### config.mk
export PLATFORM = sky130hd
export DESIGN_NAME = multicycle_sequencer_flat
export DESIGN_NICKNAME = d
export VERILOG_FILES = /design/src/rtl/multicycle_sequencer_if.sv /design/src/rtl/multicycle_sequencer.sv /design/src/flat_wrapper.sv
export SDC_FILE = /design/constraint.sdc
export NUM_CORES = 1
export LEC_CHECK = 0
export CORE_ASPECT_RATIO = 2
export CORE_MARGIN = 2
export CORE_UTILIZATION = 39
export CTS_CLUSTER_DIAMETER = 60
export DETAILED_ROUTE_END_ITERATION = 12
export REMOVE_ABC_BUFFERS = 1
export SLEW_MARGIN = 20
export SYNTH_ARGS = -nofsm -noshare
export SYNTH_HDL_FRONTEND = slang
export SYNTH_SLANG_ARGS = --single-unit
export TNS_END_PERCENT = 100
### constraint.sdc
create_clock -name CLK -period 4.95 [get_ports CLK]
set_input_delay 0.495 -clock CLK [delete_from_list [all_inputs] [get_ports CLK]]
set_output_delay 0.495 -clock CLK [all_outputs]
set_load 0.01 [all_outputs]
### src/rtl/multicycle_sequencer_if.sv
`default_nettype none
// ============================================================================
// Module   : multicycle_sequencer_if
// Brief    : Instruction fields, memory handshake and control word bundle
// Revision : 1.0
// ============================================================================
interface multicycle_sequencer_if #(
    parameter int CNT_W = 32
);
    logic [5:0]       Op;
    logic [5:0]       Funct;
    logic             Zero;
    logic             MemReady;
    logic             PCWrite;
    logic             IRWrite;
    logic             IorD;
    logic             MemRead;
    logic             MemWrite;
    logic             RegWrite;
    logic [1:0]       RegDst;
    logic [1:0]       MemtoReg;
    logic             ALUSrcA;
    logic             ALUSrc_sa;
    logic [1:0]       ALUSrcB;
    logic             ExtZero;
    logic [3:0]       ALUControl;
    logic [1:0]       PCSource;
    logic             Retire;
    logic             Trap;
    logic [1:0]       TrapCause;
    logic [CNT_W-1:0] InstrCount;

    // master = sequencer, slave = datapath/memory side
    modport master (
        input  Op, Funct, Zero, MemReady,
        output PCWrite, IRWrite, IorD, MemRead, MemWrite, RegWrite, RegDst,
               MemtoReg, ALUSrcA, ALUSrc_sa, ALUSrcB, ExtZero, ALUControl,
               PCSource, Retire, Trap, TrapCause, InstrCount
    );

    modport slave (
        output Op, Funct, Zero, MemReady,
        input  PCWrite, IRWrite, IorD, MemRead, MemWrite, RegWrite, RegDst,
               MemtoReg, ALUSrcA, ALUSrc_sa, ALUSrcB, ExtZero, ALUControl,
               PCSource, Retire, Trap, TrapCause, InstrCount
    );
endinterface
`default_nettype wire

### src/rtl/multicycle_sequencer.sv
`default_nettype none
// ============================================================================
// Module   : multicycle_sequencer
// Brief    : Multi-cycle MIPS control FSM with memory stalls, retire counter
//            and sticky trap on illegal opcode or memory timeout
// Revision : 1.0
// ============================================================================
module multicycle_sequencer #(
    parameter int WAIT_LIMIT = 255,
    parameter int CNT_W      = 32
) (
    input  logic                   CLK,
    input  logic                   RST_N,
    multicycle_sequencer_if.master bus
);

    localparam logic [3:0] c_FETCH  = 4'd0;
    localparam logic [3:0] c_DECODE = 4'd1;
    localparam logic [3:0] c_MEMADR = 4'd2;
    localparam logic [3:0] c_MEMRD  = 4'd3;
    localparam logic [3:0] c_MEMWB  = 4'd4;
    localparam logic [3:0] c_MEMWR  = 4'd5;
    localparam logic [3:0] c_EXEC_R = 4'd6;
    localparam logic [3:0] c_RWB    = 4'd7;
    localparam logic [3:0] c_EXEC_I = 4'd8;
    localparam logic [3:0] c_IWB    = 4'd9;
    localparam logic [3:0] c_BRANCH = 4'd10;
    localparam logic [3:0] c_JUMP   = 4'd11;
    localparam logic [3:0] c_JR     = 4'd12;
    localparam logic [3:0] c_TRAP   = 4'd13;

    localparam logic [5:0] c_OP_RTYPE = 6'h00;
    localparam logic [5:0] c_OP_J     = 6'h02;
    localparam logic [5:0] c_OP_JAL   = 6'h03;
    localparam logic [5:0] c_OP_BEQ   = 6'h04;
    localparam logic [5:0] c_OP_BNE   = 6'h05;
    localparam logic [5:0] c_OP_ADDI  = 6'h08;
    localparam logic [5:0] c_OP_ADDIU = 6'h09;
    localparam logic [5:0] c_OP_ANDI  = 6'h0c;
    localparam logic [5:0] c_OP_ORI   = 6'h0d;
    localparam logic [5:0] c_OP_XORI  = 6'h0e;
    localparam logic [5:0] c_OP_LW    = 6'h23;
    localparam logic [5:0] c_OP_SW    = 6'h2b;
    localparam logic [5:0] c_FN_JR    = 6'h08;

    localparam logic [3:0] c_ALU_ADD = 4'b0000;
    localparam logic [3:0] c_ALU_SUB = 4'b0001;
    localparam logic [3:0] c_ALU_AND = 4'b0010;
    localparam logic [3:0] c_ALU_NOR = 4'b0011;
    localparam logic [3:0] c_ALU_OR  = 4'b0100;
    localparam logic [3:0] c_ALU_XOR = 4'b0101;
    localparam logic [3:0] c_ALU_SLL = 4'b0110;
    localparam logic [3:0] c_ALU_SRL = 4'b0111;
    localparam logic [3:0] c_ALU_SRA = 4'b1000;
    localparam logic [3:0] c_ALU_BEQ = 4'b1001;
    localparam logic [3:0] c_ALU_BNE = 4'b1010;
    localparam logic [3:0] c_ALU_SLT = 4'b1011;

    localparam logic [1:0] c_CAUSE_ILLEGAL = 2'd1;
    localparam logic [1:0] c_CAUSE_TIMEOUT = 2'd2;

    // Last stalled cycle index at which a still-low MemReady traps
    localparam logic [9:0] c_WAIT_LAST = 10'(WAIT_LIMIT - 1);

    function automatic logic f_r_valid(input logic [5:0] fn);
        case (fn)
            6'h00, 6'h02, 6'h03, 6'h04, 6'h06, 6'h07,
            6'h20, 6'h21, 6'h22, 6'h23, 6'h24, 6'h25,
            6'h26, 6'h27, 6'h2a: f_r_valid = 1'b1;
            default:             f_r_valid = 1'b0;
        endcase
    endfunction

    function automatic logic [3:0] f_r_alu(input logic [5:0] fn);
        case (fn)
            6'h00, 6'h04: f_r_alu = c_ALU_SLL;
            6'h02, 6'h06: f_r_alu = c_ALU_SRL;
            6'h03, 6'h07: f_r_alu = c_ALU_SRA;
            6'h22, 6'h23: f_r_alu = c_ALU_SUB;
            6'h24:        f_r_alu = c_ALU_AND;
            6'h25:        f_r_alu = c_ALU_OR;
            6'h26:        f_r_alu = c_ALU_XOR;
            6'h27:        f_r_alu = c_ALU_NOR;
            6'h2a:        f_r_alu = c_ALU_SLT;
            default:      f_r_alu = c_ALU_ADD;
        endcase
    endfunction

    function automatic logic [3:0] f_i_alu(input logic [5:0] op);
        case (op)
            c_OP_ANDI: f_i_alu = c_ALU_AND;
            c_OP_ORI:  f_i_alu = c_ALU_OR;
            c_OP_XORI: f_i_alu = c_ALU_XOR;
            default:   f_i_alu = c_ALU_ADD;
        endcase
    endfunction

    logic [3:0]       r_state;
    logic [3:0]       w_state_next;
    logic [1:0]       w_cause_next;
    logic [9:0]       r_wait_cnt;
    logic             w_wait_state;
    logic             w_wait_hit;
    logic [5:0]       r_op;
    logic [5:0]       r_funct;
    logic             r_trap;
    logic [1:0]       r_trap_cause;
    logic [CNT_W-1:0] r_instr_count;

    logic       w_pc_write, w_ir_write, w_iord, w_mem_read, w_mem_write;
    logic       w_reg_write, w_alu_src_a, w_alu_src_sa, w_ext_zero, w_retire;
    logic [1:0] w_reg_dst, w_mem_to_reg, w_alu_src_b, w_pc_source;
    logic [3:0] w_alu_ctl;

    assign w_wait_state = (r_state == c_FETCH) || (r_state == c_MEMRD) || (r_state == c_MEMWR);
    assign w_wait_hit   = w_wait_state && !bus.MemReady && (r_wait_cnt == c_WAIT_LAST);

    always_ff @(posedge CLK or negedge RST_N) begin
        if (!RST_N) begin
            r_state <= c_FETCH;
        end else begin
            r_state <= w_state_next;
        end
    end

    always_comb begin
        w_state_next = r_state;
        w_cause_next = 2'd0;
        case (r_state)
            c_FETCH: begin
                if (bus.MemReady) begin
                    w_state_next = c_DECODE;
                end else if (w_wait_hit) begin
                    w_state_next = c_TRAP;
                    w_cause_next = c_CAUSE_TIMEOUT;
                end
            end
            c_DECODE: begin
                case (bus.Op)
                    c_OP_LW, c_OP_SW: w_state_next = c_MEMADR;
                    c_OP_RTYPE: begin
                        if (bus.Funct == c_FN_JR) begin
                            w_state_next = c_JR;
                        end else if (f_r_valid(bus.Funct)) begin
                            w_state_next = c_EXEC_R;
                        end else begin
                            w_state_next = c_TRAP;
                            w_cause_next = c_CAUSE_ILLEGAL;
                        end
                    end
                    c_OP_ADDI, c_OP_ADDIU, c_OP_ANDI, c_OP_ORI, c_OP_XORI:
                        w_state_next = c_EXEC_I;
                    c_OP_BEQ, c_OP_BNE: w_state_next = c_BRANCH;
                    c_OP_J, c_OP_JAL:   w_state_next = c_JUMP;
                    default: begin
                        w_state_next = c_TRAP;
                        w_cause_next = c_CAUSE_ILLEGAL;
                    end
                endcase
            end
            c_MEMADR: w_state_next = (r_op == c_OP_SW) ? c_MEMWR : c_MEMRD;
            c_MEMRD, c_MEMWR: begin
                if (bus.MemReady) begin
                    w_state_next = (r_state == c_MEMRD) ? c_MEMWB : c_FETCH;
                end else if (w_wait_hit) begin
                    w_state_next = c_TRAP;
                    w_cause_next = c_CAUSE_TIMEOUT;
                end
            end
            c_EXEC_R: w_state_next = c_RWB;
            c_EXEC_I: w_state_next = c_IWB;
            c_MEMWB, c_RWB, c_IWB, c_BRANCH, c_JUMP, c_JR: w_state_next = c_FETCH;
            c_TRAP:   w_state_next = c_TRAP;
            default:  w_state_next = c_FETCH;
        endcase
    end

    always_comb begin
        w_pc_write   = 1'b0;
        w_ir_write   = 1'b0;
        w_iord       = 1'b0;
        w_mem_read   = 1'b0;
        w_mem_write  = 1'b0;
        w_reg_write  = 1'b0;
        w_reg_dst    = 2'd0;
        w_mem_to_reg = 2'd0;
        w_alu_src_a  = 1'b0;
        w_alu_src_sa = 1'b0;
        w_alu_src_b  = 2'd0;
        w_ext_zero   = 1'b0;
        w_alu_ctl    = c_ALU_ADD;
        w_pc_source  = 2'd0;
        w_retire     = 1'b0;
        // Reset masks everything, including the FETCH read request
        if (RST_N) begin
            case (r_state)
                c_FETCH: begin
                    w_mem_read  = 1'b1;
                    w_alu_src_b = 2'd1;
                    w_pc_write  = bus.MemReady;
                    w_ir_write  = bus.MemReady;
                end
                c_DECODE: w_alu_src_b = 2'd3;
                c_MEMADR: begin
                    w_alu_src_a = 1'b1;
                    w_alu_src_b = 2'd2;
                end
                c_MEMRD: begin
                    w_mem_read = 1'b1;
                    w_iord     = 1'b1;
                end
                c_MEMWB: begin
                    w_reg_write  = 1'b1;
                    w_mem_to_reg = 2'd1;
                    w_retire     = 1'b1;
                end
                c_MEMWR: begin
                    w_mem_write = 1'b1;
                    w_iord      = 1'b1;
                    w_retire    = bus.MemReady;
                end
                c_EXEC_R: begin
                    w_alu_src_a  = 1'b1;
                    w_alu_ctl    = f_r_alu(r_funct);
                    w_alu_src_sa = (r_funct == 6'h00) || (r_funct == 6'h02) || (r_funct == 6'h03);
                end
                c_RWB: begin
                    w_reg_write = 1'b1;
                    w_reg_dst   = 2'd1;
                    w_alu_ctl   = f_r_alu(r_funct);
                    w_retire    = 1'b1;
                end
                c_EXEC_I: begin
                    w_alu_src_a = 1'b1;
                    w_alu_src_b = 2'd2;
                    w_alu_ctl   = f_i_alu(r_op);
                    w_ext_zero  = (r_op == c_OP_ANDI) || (r_op == c_OP_ORI) || (r_op == c_OP_XORI);
                end
                c_IWB: begin
                    w_reg_write = 1'b1;
                    w_alu_ctl   = f_i_alu(r_op);
                    w_retire    = 1'b1;
                end
                c_BRANCH: begin
                    w_alu_src_a = 1'b1;
                    w_alu_ctl   = (r_op == c_OP_BNE) ? c_ALU_BNE : c_ALU_BEQ;
                    w_pc_source = 2'd1;
                    w_pc_write  = bus.Zero;
                    w_retire    = 1'b1;
                end
                c_JUMP: begin
                    w_pc_source = 2'd2;
                    w_pc_write  = 1'b1;
                    w_retire    = 1'b1;
                    if (r_op == c_OP_JAL) begin
                        w_reg_write  = 1'b1;
                        w_reg_dst    = 2'd2;
                        w_mem_to_reg = 2'd2;
                    end
                end
                c_JR: begin
                    w_pc_source = 2'd3;
                    w_pc_write  = 1'b1;
                    w_retire    = 1'b1;
                end
                default: ;
            endcase
        end
    end

    always_ff @(posedge CLK or negedge RST_N) begin
        if (!RST_N) begin
            r_wait_cnt    <= '0;
            r_op          <= '0;
            r_funct       <= '0;
            r_trap        <= 1'b0;
            r_trap_cause  <= 2'd0;
            r_instr_count <= '0;
        end else begin
            if (w_state_next != r_state) begin
                r_wait_cnt <= '0;
            end else if (w_wait_state && !bus.MemReady) begin
                r_wait_cnt <= r_wait_cnt + 10'd1;
            end
            // Decode register freezes the instruction in flight
            if (r_state == c_DECODE) begin
                r_op    <= bus.Op;
                r_funct <= bus.Funct;
            end
            if ((r_state != c_TRAP) && (w_state_next == c_TRAP)) begin
                r_trap       <= 1'b1;
                r_trap_cause <= w_cause_next;
            end
            if (w_retire) begin
                r_instr_count <= r_instr_count + 1'b1;
            end
        end
    end

    assign bus.PCWrite    = w_pc_write;
    assign bus.IRWrite    = w_ir_write;
    assign bus.IorD       = w_iord;
    assign bus.MemRead    = w_mem_read;
    assign bus.MemWrite   = w_mem_write;
    assign bus.RegWrite   = w_reg_write;
    assign bus.RegDst     = w_reg_dst;
    assign bus.MemtoReg   = w_mem_to_reg;
    assign bus.ALUSrcA    = w_alu_src_a;
    assign bus.ALUSrc_sa  = w_alu_src_sa;
    assign bus.ALUSrcB    = w_alu_src_b;
    assign bus.ExtZero    = w_ext_zero;
    assign bus.ALUControl = w_alu_ctl;
    assign bus.PCSource   = w_pc_source;
    assign bus.Retire     = w_retire;
    assign bus.Trap       = r_trap;
    assign bus.TrapCause  = r_trap_cause;
    assign bus.InstrCount = r_instr_count;

endmodule
`default_nettype wire

### src/flat_wrapper.sv
// flat-port wrapper written by rule: the top's interface ports become plain ports
module multicycle_sequencer_flat 
#(
    parameter int WAIT_LIMIT = 255,
    parameter int CNT_W      = 32
)
  (CLK, RST_N, bus_Op, bus_Funct, bus_Zero, bus_MemReady, bus_PCWrite, bus_IRWrite, bus_IorD, bus_MemRead, bus_MemWrite, bus_RegWrite, bus_RegDst, bus_MemtoReg, bus_ALUSrcA, bus_ALUSrc_sa, bus_ALUSrcB, bus_ExtZero, bus_ALUControl, bus_PCSource, bus_Retire, bus_Trap, bus_TrapCause, bus_InstrCount);
  multicycle_sequencer_if #(.CNT_W(CNT_W)) bus_i ();
  input  logic CLK;
  input  logic RST_N;
  input wire logic [$bits(bus_i.Op)-1:0] bus_Op;
  input wire logic [$bits(bus_i.Funct)-1:0] bus_Funct;
  input wire logic [$bits(bus_i.Zero)-1:0] bus_Zero;
  input wire logic [$bits(bus_i.MemReady)-1:0] bus_MemReady;
  output wire logic [$bits(bus_i.PCWrite)-1:0] bus_PCWrite;
  output wire logic [$bits(bus_i.IRWrite)-1:0] bus_IRWrite;
  output wire logic [$bits(bus_i.IorD)-1:0] bus_IorD;
  output wire logic [$bits(bus_i.MemRead)-1:0] bus_MemRead;
  output wire logic [$bits(bus_i.MemWrite)-1:0] bus_MemWrite;
  output wire logic [$bits(bus_i.RegWrite)-1:0] bus_RegWrite;
  output wire logic [$bits(bus_i.RegDst)-1:0] bus_RegDst;
  output wire logic [$bits(bus_i.MemtoReg)-1:0] bus_MemtoReg;
  output wire logic [$bits(bus_i.ALUSrcA)-1:0] bus_ALUSrcA;
  output wire logic [$bits(bus_i.ALUSrc_sa)-1:0] bus_ALUSrc_sa;
  output wire logic [$bits(bus_i.ALUSrcB)-1:0] bus_ALUSrcB;
  output wire logic [$bits(bus_i.ExtZero)-1:0] bus_ExtZero;
  output wire logic [$bits(bus_i.ALUControl)-1:0] bus_ALUControl;
  output wire logic [$bits(bus_i.PCSource)-1:0] bus_PCSource;
  output wire logic [$bits(bus_i.Retire)-1:0] bus_Retire;
  output wire logic [$bits(bus_i.Trap)-1:0] bus_Trap;
  output wire logic [$bits(bus_i.TrapCause)-1:0] bus_TrapCause;
  output wire logic [$bits(bus_i.InstrCount)-1:0] bus_InstrCount;
  assign bus_i.Op = bus_Op;
  assign bus_i.Funct = bus_Funct;
  assign bus_i.Zero = bus_Zero;
  assign bus_i.MemReady = bus_MemReady;
  assign bus_PCWrite = bus_i.PCWrite;
  assign bus_IRWrite = bus_i.IRWrite;
  assign bus_IorD = bus_i.IorD;
  assign bus_MemRead = bus_i.MemRead;
  assign bus_MemWrite = bus_i.MemWrite;
  assign bus_RegWrite = bus_i.RegWrite;
  assign bus_RegDst = bus_i.RegDst;
  assign bus_MemtoReg = bus_i.MemtoReg;
  assign bus_ALUSrcA = bus_i.ALUSrcA;
  assign bus_ALUSrc_sa = bus_i.ALUSrc_sa;
  assign bus_ALUSrcB = bus_i.ALUSrcB;
  assign bus_ExtZero = bus_i.ExtZero;
  assign bus_ALUControl = bus_i.ALUControl;
  assign bus_PCSource = bus_i.PCSource;
  assign bus_Retire = bus_i.Retire;
  assign bus_Trap = bus_i.Trap;
  assign bus_TrapCause = bus_i.TrapCause;
  assign bus_InstrCount = bus_i.InstrCount;
  multicycle_sequencer #(.WAIT_LIMIT(WAIT_LIMIT), .CNT_W(CNT_W)) u_core (.CLK(CLK), .RST_N(RST_N), .bus(bus_i));
endmodule
==> flow_summary.toml, run 1 <==
[die]
dieHeight_um = 142
die_w_um = 72.8
start_util_pct = 39.8
fp-row-count = 50
ios = 73
core_um2 = 9260
die_area_um2 = 10300

[detailed_routing]
drt-initial-drc-count = 166
drc = 0
wl_per_cell_um = 16.4
routed-via-count = 3165
dr.pass1.iters = 4
wl_mm = 9.55
ant_nets = 0
via_per_inst = 5.45

[setup_path]
critPathCapture = "bus_ALUControl[0]"
critical_path_required_ns = 4.45
arrival_ns = 3.04
path_max_fanout = 23
reg2regPathDepth = 7
reg2reg_slack_ns = 1.84
end_kind = "output pin"
reg2reg_to = "u_core.r_wait_cnt[1]"
critPathKind = "register to output pin"
cp-startpoint = "u_core.r_state[3]"
worstSetupStartpointType = "register"
reg2reg_from = "u_core.r_state[0]"

[cts]
cts_buffer_depth = 2
ctsHoldBuffers = 0
cts_tree = "yes"
cts_setup_buffers = 0
clk-insertion-delay-late_ns = 0.32
cts.repair.resized = 0
cts_buffers = 9
ctsHtreeMaxLevel = 3
numClockSinks = 61
clockRootBuffer = "clkbuf_16"
clk_pin_slew_ns = 0.05

[global_route]
antenna_found_initial = 0
grt_use_met3_pct = 4.19
met2_usage_pct = 36.2
use_met1_pct = 20.9
grt_pass1_vias = 3236
grt_usage_pct = 19.7
grt_first_pass_wirelength_mm = 15.8
grt_max_degree = 27
overflow = 0
top_usage_layer = "met2"

[power]
ir_drop_mv = 0.273
total_power_mw = 2.25
leakage_nw = 1.99
power.density_nw_per_um2 = 470

[finish]
multi_input_area_um2 = 2010
final_common_cell = "clkdlybuf4s50_1"
layout-drive-gt1-share_pct = 10.1
fin_util_pct = 51.7
nFillCells = 884
seq_area_um2 = 1530
fin_nets = 494
num_antenna_cells = 0
area_growth_pct = 29.7
final_cell_mix = "clkdlybuf4s50_1 (71), dfrtp_1 (61), nand2_1 (58)"

[sta]
rsz0062_at_grt = "false"
whs_ns = 0.142
min_period_over_period_pct = 71.4
final_hold_viol_count = 0
slew_headroom_pct = 41.4
setup_slack_ns = 1.42
skew_ns = 0.00381
finalSetupViolCount = 0
fin_tns_setup_ns = 0
slew_violations = 0
worst_pin_slew_ns = 0.878
max_freq_ghz = 0.283
fin_crit_ns = 3.53

[placed_design]
dp_hpwl_mm = 7.18
dpl_worst_slack_ns = 1.71
globalplace.congestion = 0.988
io_buffers = 72

[synth]
synthFlopType = "dfrtp_1"
synth_edf_count = 0
avgSynthCellArea_um2 = 9.18
synth_cells = 402
ys_seq_elements = 61
synth_seq_area_share_pct = 41.4
ys_async_sr_fraction_pct = 100
ys.warnings.count = 0
syn-cell-area_um2 = 3690
synth_cell_type_count = 64

[hold_path]
hp-class = "primary input to async pin"

[status]
status = "complete, no violations"

[flow_run]
max_cap_viol_count = 0
## cell families (layout without fill, tap and decap cells)
logic type               after synthesis  after routing  synth area share (%)
adder cells (fa/ha/maj)                6              6                  2.04
AO/OA/AOI/OAI                         55             55                  11.3
XOR/XNOR                              47             47                  11.4
multiplexers                           5              5                  1.59
flip-flops                            61             61                  41.4
AND/OR/NAND/NOR                      197            197                  28.4
buffers and inverters                 31            106                  4.00
## power by group
part           switching [mW]  internal (mW)  leakage (nW)
Combinational           0.448          0.380          1.04
Sequential              0.181          0.594         0.795
Clock                   0.216          0.430         0.152
## stage by stage
| stage | cell area, um^2 | std cells |
|---|---|---|
| 5_1_grt | 4790 | 581 |
| 3_3_place_gp | 4470 | 565 |
| 6_report | 4790 | 581 |
| 3_5_place_dp | 4470 | 565 |
| 2_1_floorplan | 3590 | 384 |
| 4_1_cts | 4790 | 581 |
## Yosys cell counts (all sizes together) (4+ instances only)
master | instances | area [um^2]
nor2 | 38 | 143
and3 | 5 | 31.3
inv | 13 | 48.8
dfrtp | 61 | 1530
clkbuf | 8 | 30.0
nor3 | 24 | 150
xnor2 | 22 | 193
xor2 | 25 | 226
mux2 | 4 | 45.0
ha | 6 | 75.1
and4 | 5 | 43.8
nand4 | 10 | 62.6
a21oi | 10 | 61.3
o21ai | 13 | 65.1
nor2b | 5 | 31.3
nand2 | 58 | 218
buf | 10 | 68.8
o22ai | 5 | 31.3
nand2b | 9 | 56.3
and2 | 5 | 31.3
nor4 | 5 | 46.3
nand3 | 15 | 87.6
## state kept, by name, summed over array words and instances (netlist names)
name,flops
u_core.bus.InstrCount,32
u_core.r_wait_cnt,10
u_core.bus.TrapCause,2
u_core.r_op,6
u_core.bus.Trap,1
u_core.r_state,4
u_core.r_funct,6
## per-layer routing
metal / part of all wire (%) / wire length, um / vias up
met1: 37 / 3570 / 1524
met4: 2.9 / 278 / 0
met2: 55 / 5300 / 86
met3: 4.3 / 407 / 23
met5: 0 / 0 / -
li1: - / - / 1532
## how the worst min path moves through the flow
stage	endpoint	slack (ns)	depth (start not counted)
floorplan	u_core.bus.InstrCount[0]	0.20	0
global placement	u_core.bus.Trap	0.46	1
detailed placement	u_core.bus.Trap	0.46	1
CTS	u_core.bus.InstrCount[18]	0.15	1
global route	u_core.bus.InstrCount[18]	0.17	1
finish	u_core.bus.InstrCount[18]	0.14	1
## worst max-delay path, cell delays in order (launching register included)
cell	delay [ns]
dfrtp_1	0.77
nand2b_1	0.24
or3_1	0.41
nor3_1	0.39
a21oi_1	0.12
o22ai_1	0.12
and2_1	0.14
clkdlybuf4s50_1	0.53
## area by class of cell
type                            count  share of cell area (%)
Clock buffer                       13                    5.65
Inverter                           13                    1.02
Sequential cell                    61                    31.9
Tap cell                          104                    2.72
Multi-Input combinational cell    310                    42.1
Clock inverter                      3                   0.889
Timing Repair Buffer               77                    15.7
No activity file was read; power rests on OpenSTA's default activity.
==> run 2, diff against run 1 <==
- clock period: 4.95 -> 3.4 ns (I/O delays scaled with it)
==> run 2 against run 1 <==
  * Global-route usage grew 0.78 points
  * Clock skew grew 0.0023 ns
  * Final area grew 0.73%
  * Combinational power grew 62%
  * Critical path depth is the same
  * Register-to-register slack lost 1.3 ns
  * Die area is the same
  * Count of clock-buffer cells in the layout shrank 2
  * Via count grew 1.5%
  * Sequential share of layout area shrank 0.23 points
==> flow_summary.toml, run 2 (synthesized netlist as in run 1, its figures left out) <==
[finish]
fin_nets = 503
nFillCells = 878
num_antenna_cells = 0
layout-drive-gt1-share_pct = 11.5
design_area_um2 = 4820
area_growth_pct = 30.7
final_cell_mix = "clkdlybuf4s50_1 (71), dfrtp_1 (61), nand2_1 (58)"
final_common_cell = "clkdlybuf4s50_1"
largest_reg_flops = 32

[detailed_routing]
drt-initial-drc-count = 142
dr.pass1.iters = 4
wl_per_cell_um = 16.6
via_per_inst = 5.45
wl_mm = 9.81
ant_nets = 0
drc = 0
routed-via-count = 3214

[sta]
slew_headroom_pct = 53.2
max_freq_ghz = 0.325
skew_ns = 0.00607
rsz0062_at_grt = "false"
fin_tns_setup_ns = 0
slew_violations = 0
finalSetupViolCount = 0
min_period_over_period_pct = 90.6
fin_crit_ns = 3.08
final_hold_viol_count = 0
worst_pin_slew_ns = 0.702

[cts]
cts_buffer_depth = 2
ctsHoldBuffers = 1
clockRootBuffer = "clkbuf_16"
clk-insertion-delay-late_ns = 0.32
cts.repair.resized = 0
clk_pin_slew_ns = 0.05
cts_tree = "yes"
numClockSinks = 61
cts_setup_buffers = 0
cts_buffers = 9
ctsHtreeMaxLevel = 3

[die]
dieHeight_um = 142
fp-row-count = 50
ios = 73
start_util_pct = 39.8
die_w_um = 72.8
die_area_um2 = 10300
core_um2 = 9260

[setup_path]
critPathKind = "register to output pin"
reg2regPathDepth = 7
worstSetupStartpointType = "register"
critical_path_required_ns = 3.06
path_max_fanout = 13
cp-startpoint = "u_core.r_state[2]"
reg2reg_from = "u_core.r_state[1]"
arrival_ns = 2.74
end_kind = "output pin"

[power]
leakage_nw = 2.01
power.density_nw_per_um2 = 675
ir_drop_mv = 0.339

[global_route]
use_met1_pct = 21.5
grt_max_degree = 39
met2_usage_pct = 37.6
grt_usage_pct = 20.5
grt_pass1_vias = 3371
overflow = 0
antenna_found_initial = 0
grt_use_met3_pct = 3.69
grt_first_pass_wirelength_mm = 16.3
top_usage_layer = "met2"

[status]
status = "complete, no violations"

[placed_design]
globalplace.congestion = 0.863
io_buffers = 72
dp_hpwl_mm = 7.53
dpl-instance-area_um2 = 4530

[hold_path]
min_from = "u_core.bus.Trap"
whs_path_depth = 1
hp-class = "register to register"

[flow_run]
max_cap_viol_count = 0
[run 2: area by class of cell]
| class | instances | area (um^2) | area share [%] |
|---|---|---|---|
| Clock buffer | 11 | 243 | 5.04 |
| Clock inverter | 5 | 35.0 | 0.727 |
| Tap cell | 104 | 130 | 2.70 |
| Timing Repair Buffer | 86 | 823 | 17.1 |
| Sequential cell | 61 | 1530 | 31.7 |
| Multi-Input combinational cell | 310 | 2010 | 41.8 |
| Inverter | 13 | 48.8 | 1.01 |
[run 2: final timing paths]
check	to	slack (ns)
min in group asynchronous	u_core.r_state[0]	0.57
max reg2reg	u_core.bus.InstrCount[31]	0.58
max	bus_ALUControl[0]	0.32
max in group asynchronous	u_core.bus.InstrCount[18]	1.97
min	u_core.bus.Trap	0.47
min reg2reg	u_core.bus.Trap	0.47
[run 2: metal layers]
metal	wire length [um]	vias up
met1	3530	1552
met3	386	20
met4	366	0
met2	5530	82
met5	0	-
li1	-	1560
[run 2: through the flow]
stage	hold slack, ns	std cells	setup WS (ns)	power [mW]	utilization (%)
global placement	0.338	573	0.455	2.41	49.0
finish	0.470	590	0.319	3.25	52.1
CTS	0.476	590	0.270	3.28	52.1
floorplan	0.0444	384	0.524	1.87	-
detailed placement	0.331	573	0.411	2.43	49.0
global route	0.485	590	0.105	3.47	52.1
[run 2: worst max-delay path, cell delays in order, from the launching register on]
cell	delay [ns]
dfrtp_1	0.52
nand2b_1	0.27
or3_1	0.39
nor3_1	0.35
a21oi_1	0.13
o22ai_1	0.10
and2_1	0.13
clkdlybuf4s50_1	0.54
[run 2: where the power goes]
part	switching [mW]	internal, mW	leakage [nW]	total (mW)
Clock	0.326	0.514	0.136	0.840
Combinational	0.745	0.599	1.08	1.34
Sequential	0.206	0.866	0.795	1.07
Total	1.28	1.98	2.01	3.25
